**src/rtl/ret_addr_stack_pkg.sv**
```systemverilog
// rs_pkg: shared definitions for the return-address stack.
//   rs_cnt_w()  - width needed to hold an occupancy count of 0..depth
//   rs_op_t     - decoded stack operation for one cycle
//   OP_*        - operation encodings shared by the stack and its controller
package rs_pkg;

  // Occupancy ranges over 0..depth inclusive, hence depth+1 values.
  function automatic int rs_cnt_w(input int depth);
    return $clog2(depth + 1);
  endfunction

  typedef logic [1:0] rs_op_t;

  localparam rs_op_t OP_NONE    = 2'd0;
  localparam rs_op_t OP_PUSH    = 2'd1;
  localparam rs_op_t OP_POP     = 2'd2;
  localparam rs_op_t OP_REPLACE = 2'd3;

endpackage

```
**src/rtl/ret_addr_stack_ptr_ctrl.sv**
```systemverilog
// rs_ptr_ctrl: next-state logic for the return-address stack pointer/count.
// Decodes push/pop/flush into a single operation, applies the priority and
// overflow policy, and produces the array write strobe plus error-set pulses.
// Ports:
//   push, pop, flush   - requested operations this cycle
//   full, empty        - current occupancy status
//   tp_q, count_q      - current top pointer and occupancy
//   tp_d, count_d      - next top pointer and occupancy
//   we, waddr          - array write enable and index (data is push_data)
//   ovf_set, unf_set   - one-cycle pulses that set the sticky error flags
module rs_ptr_ctrl
  import rs_pkg::*;
#(
  parameter int DEPTH       = 8,
  parameter int WRAP_ON_OVF = 1,
  parameter int PTR_W       = 3,
  parameter int CNT_W       = 4
) (
  input  logic             push,
  input  logic             pop,
  input  logic             flush,
  input  logic             full,
  input  logic             empty,
  input  logic [PTR_W-1:0] tp_q,
  input  logic [CNT_W-1:0] count_q,
  output logic [PTR_W-1:0] tp_d,
  output logic [CNT_W-1:0] count_d,
  output logic             we,
  output logic [PTR_W-1:0] waddr,
  output logic             ovf_set,
  output logic             unf_set
);

  localparam logic [PTR_W-1:0] TP_LAST = PTR_W'(DEPTH - 1);

  logic [PTR_W-1:0] tp_inc;
  logic [PTR_W-1:0] tp_dec;
  rs_op_t           op;

  // Explicit modulo-DEPTH stepping so non-power-of-two depths wrap correctly.
  assign tp_inc = (tp_q == TP_LAST) ? '0 : tp_q + 1'b1;
  assign tp_dec = (tp_q == '0) ? TP_LAST : tp_q - 1'b1;

  // Flush dominates; a push+pop on an empty stack has nothing to replace,
  // so it degrades to a plain push (the underflow is flagged below).
  always_comb begin
    op = OP_NONE;
    if (flush) begin
      op = OP_NONE;
    end else if (push && pop) begin
      op = empty ? OP_PUSH : OP_REPLACE;
    end else if (push) begin
      op = OP_PUSH;
    end else if (pop) begin
      op = OP_POP;
    end
  end

  always_comb begin
    tp_d    = tp_q;
    count_d = count_q;
    we      = 1'b0;
    waddr   = tp_inc;
    ovf_set = 1'b0;
    unf_set = 1'b0;

    if (flush) begin
      tp_d    = '0;
      count_d = '0;
    end else begin
      unique case (op)
        OP_REPLACE: begin
          we    = 1'b1;
          waddr = tp_q;
        end
        OP_PUSH: begin
          unf_set = pop;  // only reached with pop=1 when the stack is empty
          if (!full) begin
            tp_d    = tp_inc;
            count_d = count_q + 1'b1;
            we      = 1'b1;
          end else begin
            ovf_set = 1'b1;
            if (WRAP_ON_OVF != 0) begin
              // Overwrite the oldest slot; occupancy stays at DEPTH.
              tp_d = tp_inc;
              we   = 1'b1;
            end
          end
        end
        OP_POP: begin
          if (!empty) begin
            tp_d    = tp_dec;
            count_d = count_q - 1'b1;
          end else begin
            unf_set = 1'b1;
          end
        end
        default: begin
        end
      endcase
    end
  end

endmodule

```
**src/rtl/ret_addr_stack.sv**
```systemverilog
// ret_addr_stack: parametrised return-address stack for the IF/ID stage.
// Holds the entry array, the sticky error flags and the output muxing; the
// pointer/count next-state logic lives in rs_ptr_ctrl.
// Ports:
//   clk, reset        - clock; asynchronous active-high reset
//   push, push_data   - push a return address (CALL)
//   pop               - pop the top entry (RET); push+pop replaces the top
//   flush             - synchronous clear of the stack contents
//   clr_err           - clear both sticky error flags (a same-cycle set wins)
//   top_data          - top entry, 0 when empty (combinational from state)
//   empty, full, count- occupancy status
//   overflow_err      - sticky: push while full
//   underflow_err     - sticky: pop while empty
module ret_addr_stack
  import rs_pkg::*;
#(
  parameter int ADDR_W      = 12,
  parameter int DEPTH       = 8,
  parameter int WRAP_ON_OVF = 1,
  parameter int CNT_W       = rs_cnt_w(DEPTH)
) (
  input  logic              clk,
  input  logic              reset,
  input  logic              push,
  input  logic              pop,
  input  logic [ADDR_W-1:0] push_data,
  input  logic              flush,
  input  logic              clr_err,
  output logic [ADDR_W-1:0] top_data,
  output logic              empty,
  output logic              full,
  output logic [CNT_W-1:0]  count,
  output logic              overflow_err,
  output logic              underflow_err
);

  localparam int PTR_W = (DEPTH > 1) ? $clog2(DEPTH) : 1;

  logic [ADDR_W-1:0] mem_q [DEPTH];
  logic [PTR_W-1:0]  tp_q, tp_d;
  logic [CNT_W-1:0]  count_q, count_d;
  logic              ovf_q, unf_q;
  logic              we;
  logic [PTR_W-1:0]  waddr;
  logic              ovf_set, unf_set;

  assign empty = (count_q == '0);
  assign full  = (count_q == CNT_W'(DEPTH));

  rs_ptr_ctrl #(
    .DEPTH       (DEPTH),
    .WRAP_ON_OVF (WRAP_ON_OVF),
    .PTR_W       (PTR_W),
    .CNT_W       (CNT_W)
  ) u_ptr_ctrl (
    .push    (push),
    .pop     (pop),
    .flush   (flush),
    .full    (full),
    .empty   (empty),
    .tp_q    (tp_q),
    .count_q (count_q),
    .tp_d    (tp_d),
    .count_d (count_d),
    .we      (we),
    .waddr   (waddr),
    .ovf_set (ovf_set),
    .unf_set (unf_set)
  );

  always_ff @(posedge clk or posedge reset) begin
    if (reset) begin
      tp_q    <= '0;
      count_q <= '0;
      ovf_q   <= 1'b0;
      unf_q   <= 1'b0;
    end else begin
      tp_q    <= tp_d;
      count_q <= count_d;
      // Set takes priority over clear so no event is ever lost.
      ovf_q   <= ovf_set | (ovf_q & ~clr_err);
      unf_q   <= unf_set | (unf_q & ~clr_err);
    end
  end

  // Contents are deliberately not reset; occupancy alone defines validity.
  always_ff @(posedge clk) begin
    if (we) begin
      mem_q[waddr] <= push_data;
    end
  end

  // No write-through: a new top appears only after the edge that stores it.
  assign top_data      = empty ? '0 : mem_q[tp_q];
  assign count         = count_q;
  assign overflow_err  = ovf_q;
  assign underflow_err = unf_q;

endmodule

```
**config.mk**
```make
export PLATFORM = sky130hd
export DESIGN_NAME = ret_addr_stack
export DESIGN_NICKNAME = d
export VERILOG_FILES = /design/src/rtl/ret_addr_stack_pkg.sv /design/src/rtl/ret_addr_stack_ptr_ctrl.sv /design/src/rtl/ret_addr_stack.sv
export SDC_FILE = /design/constraint.sdc
export NUM_CORES = 1
export LEC_CHECK = 0
export BUFFER_PORTS_ARGS = -buffer_cell sky130_fd_sc_hd__buf_4
export CAP_MARGIN = 20
export CELL_PAD_IN_SITES_DETAIL_PLACEMENT = 0
export CELL_PAD_IN_SITES_GLOBAL_PLACEMENT = 1
export CORE_ASPECT_RATIO = 0.8
export CORE_MARGIN = 2
export CORE_UTILIZATION = 25
export CTS_CLUSTER_SIZE = 25
export DETAILED_ROUTE_END_ITERATION = 16
export PLACE_DENSITY = 0.55
export REMOVE_ABC_BUFFERS = 1
export SLEW_MARGIN = 20
export SYNTH_ARGS = -nofsm -noshare
export SYNTH_HDL_FRONTEND = slang
export SYNTH_SLANG_ARGS = --single-unit
```
**constraint.sdc**
```tcl
create_clock -name clk -period 3.6 [get_ports clk]
set_input_delay 0.54 -clock clk [delete_from_list [all_inputs] [get_ports clk]]
set_output_delay 0.54 -clock clk [all_outputs]
set_load 0.01 [all_outputs]
```
* After elaboration in Yosys (flattened, before gate mapping)
Memory sizes are Yosys's and may differ from the RTL's.
Cells that the tools add are included.
Widths: inputs -> output; s select.
** Word-level totals
- Register bits after elaboration :: 9
- Output and inout bits :: 20
- Memories kept :: 1
- RAM bits :: 96
- Input port bits :: 18
** Memory list
- mem_q :: depth 8, width 12, read ports 1, clocked after Yosys merged registers in 0, write ports 1, line ret_addr_stack.sv:39 : logic [ADDR_W-1:0] mem_q [DEPTH];
** Operators by class
- Equal/unequal tests :: 7
- $add $sub $neg :: 4
- Reductions and logical operators :: 7
- Bitwise logic cells :: 5
- Mux-type cells :: 27
** Operators with widths (count)
- $mux 3 :: 6
- $mux 12 :: 1
- $mux 4 :: 3
- $mux 2 :: 5
- $mux 1 :: 9
- $pmux 4 s2 :: 1
- $ne 3x3->1 const B :: 2
- $pmux 3 s2 :: 1
- $add 4x1->4 const B :: 1
- $eq 2x2->1 const B :: 2
- $eq 4x4->1 const B :: 1
- $logic_not 4->1 :: 1
- $sub 4x1->4 const B :: 1
- $add 3x1->3 const B :: 1
- $eq 3x3->1 const B :: 1
- $logic_not 3->1 :: 1
- $reduce_and 3->1 :: 1
- $reduce_bool 3->1 :: 1
- $sub 3x1->3 const B :: 1
- $and 1x1->1 :: 2
- $eq 2x1->1 const B :: 1
- $or 1x1->1 :: 2
- $pmux 1 s2 :: 1
- $reduce_and 2->1 :: 1
- other kinds (3) :: 3

* Longest topological paths before layout
- Depth in word-level cells :: 10
- Depth in mapped cells :: 11
- Depth with buffers taken out :: 10

* Modules after synthesis
Synthesis repeated with hierarchy kept, for this count alone.
** Second synthesis, totals
- Cell total of the unflattened synthesis :: 303
- Area total of the unflattened synthesis :: 4642.0 µm²
** By module, submodules not included
- ret_addr_stack :: cells each 222, area an instance 4111.4 µm², instances 1
- rs_ptr_ctrl :: cells each 81, area an instance 530.5 µm², instances 1

* Worst setup path after synthesis
OpenSTA, ideal clock, no wires.
- Path type :: register -> register
- From :: reg count_q[0] (netlist: count[0])
- To :: mem mem_q[2][0] (enable)
- Library setup time :: 0.380 ns
- Path slack :: 0.863 ns
- Required time :: 3.220 ns
- Stages on the path, launching flop included :: 10
- Arrival :: 2.357 ns
- Path through :: dfrtp_1 -> nor4_4 -> nand2_1 -> nand3b_1 -> inv_1 -> ha_1 -> nand2b_1 -> mux2i_1 -> nand2b_1 -> nor2_1
** On the way
- Cells in the longest elaborated chain, start to end :: 10
- Elaborated cells between the ends (all ways) :: 13
- Classes of those cells :: 2 x eq/ne; 9 x mux; 2 x reduce/logical
** RTL lines
- from (decl) :: line ret_addr_stack.sv:41 : logic [CNT_W-1:0] count_q, count_d;
- from (signal assigned) :: line ret_addr_stack.sv:79 : count_q <= count_d;
- $logic_not 4->1 * :: line ret_addr_stack.sv:47 : assign empty = (count_q == '0);
- $mux 2 * :: line ret_addr_stack_ptr_ctrl.sv:51 : op = empty ? OP_PUSH : OP_REPLACE;
- $mux 2 * :: line ret_addr_stack_ptr_ctrl.sv:50 : end else if (push && pop) begin
- $mux 2 * :: line ret_addr_stack_ptr_ctrl.sv:48 : if (flush) begin
- $eq 2x2->1 / $eq 2x1->1 (equally long branches) :: line ret_addr_stack_ptr_ctrl.sv:71 : unique case (op)
- $reduce_or 2->1 (no source line)
- $mux 1
- $mux 1 :: line ret_addr_stack_ptr_ctrl.sv:67 : if (flush) begin
- $mux 1 :: line ret_addr_stack.sv:88 : if (we) begin
- $mux 1 (not written as such) :: line ret_addr_stack.sv:89 : mem_q[waddr] <= push_data;
- to (decl) :: line ret_addr_stack.sv:39
Every way passes the cells marked *; elsewhere a longest branch is shown, timed or not.

* Final worst setup path
- From :: reg tp_q[0]
- To :: out top_data[7]
** On the way
- Cells in the longest elaborated chain, start to end :: 2
** RTL lines
- from (decl) :: line ret_addr_stack.sv:40 : logic [PTR_W-1:0] tp_q, tp_d;
- from (signal assigned) :: line ret_addr_stack.sv:78 : tp_q <= tp_d;
- $mem_v2 8x12
- $mux 12 :: line ret_addr_stack.sv:94 : assign top_data = empty ? '0 : mem_q[tp_q];
- to (decl) :: line ret_addr_stack.sv:29 : output logic [ADDR_W-1:0] top_data,
Every way passes these cells.

==> results.yml <==
cts:
  cts_buffers: 9
  ctsHoldBuffers: 0
  htreeDepth: 3
  cts.sinks: 105
  clkLatencyLatePin_ns: 0.35
  cts_resized: 0
  path_clk_slew_ns: 0.07
  root_buffer: "clkbuf_16"
  clk_path_buf_depth: 2
  cts_tree: "done"
  postCtsSetupBuffers: 0
drt:
  routed-wl-met3_um: 429
  drcViolationCount: 0
  dr.pass1.iters: 4
  wl_per_cell_um: 18.2
  wl_met2_um: 4250
  met1_length_um: 4920
  via_per_inst: 4.37
  ant_nets: 0
  routed_wl_um: 9740
  drt_iter0_drc: 230
  vias: 2338
  top_layer: "met4"
status:
  outcome: "complete, no violations"
synthesis:
  yosysUniqueCellTypes: 35
  syn_area_sq_mm: 0.00447
  synth_edf_count: 96
  yosysSeqAreaShare: 0.695
  synth_ff_type: "edfxtp_1"
  async_flop_share: 0.0857
  synth-seq-cells: 105
  syn_inst: 250
  ys.warnings.count: 0
  syn_area_per_cell_sq_um: 17.9
worst_setup_path:
  start_kind: "flip-flop"
  critical_path_arrival_ns: 2.16
  cpPeakStageDelay_ns: 0.57
  cp_slowest_cell: "dfrtp_2"
  crit_type: "flip-flop to primary output"
  critPathMaxFanout: 12
  critPathRequiredTime_ns: 3.06
  critPathBufInv: 2
  crit_path_end_kind: "primary output"
  crit_top_cell: "buf_4"
  cp_top_family: "multiplexers"
  crit_chain: "buf_4 > mux4_2 > mux2i_1 > nor2_1 > buf_4"
timing:
  slew_headroom: 0.634
  rsz0062_at_grt: "false"
  fin_crit_ns: 2.70
  worst_slew_pin_slew_ns: 0.548
  finalMaxSlewViolations: 0
  fmax_mhz: 370
  fin_crit_sh: 0.750
  hold_viol_final: 0
  setup_viol: 0
  fin_setup_tns_ns: 0
  clock-skew-final_ns: 0.00772
power_and_ir_drop:
  vdd_ir_drop_max_mv: 0.203
  power_w: 0.00290
  leakagePower_nw: 1.89
  p_per_area_mw_per_mm2: 536
grt:
  grt_overflow: 0
  antenna_found_initial: 0
  grt_pass1_vias: 2438
  grt_max_degree: 26
  grt_first_pass_wirelength_um: 15100
  grt_usage: 0.109
final_layout:
  filler_cell_count: 1740
  layout.nets: 333
  drive_above_1_share: 0.326
  area_growth_syn_to_layout_pct: 21.2
  antenna_cells: 0
  final_util: 0.311
  layout_commonest_cell: "edfxtp_1"
  mostFrequentLayoutCells: "edfxtp_1, buf_4, nor2_1"
die:
  dieArea_sq_mm: 0.0190
  dieWidth_um: 153
  die_h_um: 124
  initial_core_util: 0.256
  fp-row-count: 43
  io_pins: 38
  coreArea_sq_mm: 0.0174
job:
  cap_violations: 0
placement:
  port_buffers: 37
  hpwl_um: 6470
  gp_congestion: 0.732
hold_path:
  hold_class: "input pin to async pin"
-- final cells by class --
cell class | instances | area (sq um) | area share
flip-flops and latches | 105 | 3110 | 0.574
multi-input cells | 122 | 1250 | 0.231
repair buffers | 55 | 413 | 0.0762
well taps | 225 | 282 | 0.0520
clock buffers | 9 | 225 | 0.0416
clock inverters | 7 | 91.3 | 0.0169
inverters | 12 | 45.0 | 0.00831
-- flip-flops by register name, indices dropped and copies added, names as in the netlist --
signal	cells
overflow_err	1
mem_q	96
underflow_err	1
tp_q	3
count	4
-- power by group --
part,switching [W],total (W),internal (W),leakage [nW]
sequential,0.0000266,0.00140,0.00137,0.988
combinational,0.000246,0.000460,0.000215,0.744
clock,0.000432,0.00104,0.000610,0.158
-- worst reg2reg max path: cells and delay by family, from the launching register on --
family / cells / cell delay, ns
fa+ha+maj: 2 / 0.73
compound gates: 4 / 0.71
simple gates: 3 / 0.55
flops: 1 / 0.44
buf+inv: 1 / 0.07
-- path summary, 6_finish.rpt --
check | start | to | slack [ns] | cells after the start
max | tp_q[0]$_DFFE_PP0P_ | top_data[7] | 0.90 | 5
min | reset | overflow_err$_DFF_PP0_ | 0.18 | 2
max reg2reg | count[0]$_DFFE_PP0P_ | count[3]$_DFFE_PP0P_ | 1.02 | 10
min reg2reg | underflow_err$_DFF_PP0_ | underflow_err$_DFF_PP0_ | 0.54 | 2
max in group asynchronous | reset | tp_q[0]$_DFFE_PP0P_ | 3.11 | 2
min in group clk | clr_err | overflow_err$_DFF_PP0_ | 0.38 | 2
-- cells in the mapped netlist (3+ instances only) --
library cell	instances	area share
dfrtp_1	9	0.050
nand2b_1	6	0.0084
edfxtp_1	96	0.65
a21o_1	3	0.0050
mux2i_1	17	0.038
ha_1	9	0.025
inv_1	11	0.0092
nor3_1	4	0.0045
nand2_1	5	0.0042
nor2_1	25	0.021
nor2b_1	4	0.0056
mux4_2	24	0.12
a21oi_1	4	0.0045
clkbuf_1	3	0.0025
buf_2	6	0.0067
-- per-layer routing --
metal / global-route usage / vias up
li1: - / 1081
met1: 0.159 / 1186
met2: 0.158 / 60
met3: 0.0289 / 11
met4: 0.0378 / 0
met5: 0 / -
-- logic make-up after synthesis --
kind of cell             synth area share
adder cells (fa/ha/maj)            0.0297
buffers and inverters              0.0244
flip-flops                          0.695
multiplexers                        0.166
AO/OA/AOI/OAI                      0.0255
AND/OR/NAND/NOR                    0.0554
XOR/XNOR                          0.00392
-- metrics by stage --
| stage | instances | setup slack [ns] | cell area (sq um) | hold WS (ns) |
|---|---|---|---|---|
| 6_report | 535 | 0.901 | 5420 | 0.183 |
| 3_3_place_gp | 519 | 1.02 | 5100 | 0.521 |
| 5_1_grt | 535 | 0.756 | 5420 | 0.210 |
| 2_1_floorplan | 239 | 0.400 | 4410 | 0.368 |
| 3_5_place_dp | 519 | 0.979 | 5100 | 0.537 |
| 4_1_cts | 535 | 0.822 | 5420 | 0.190 |
Note: power is estimated with default switching activity, not from simulation.
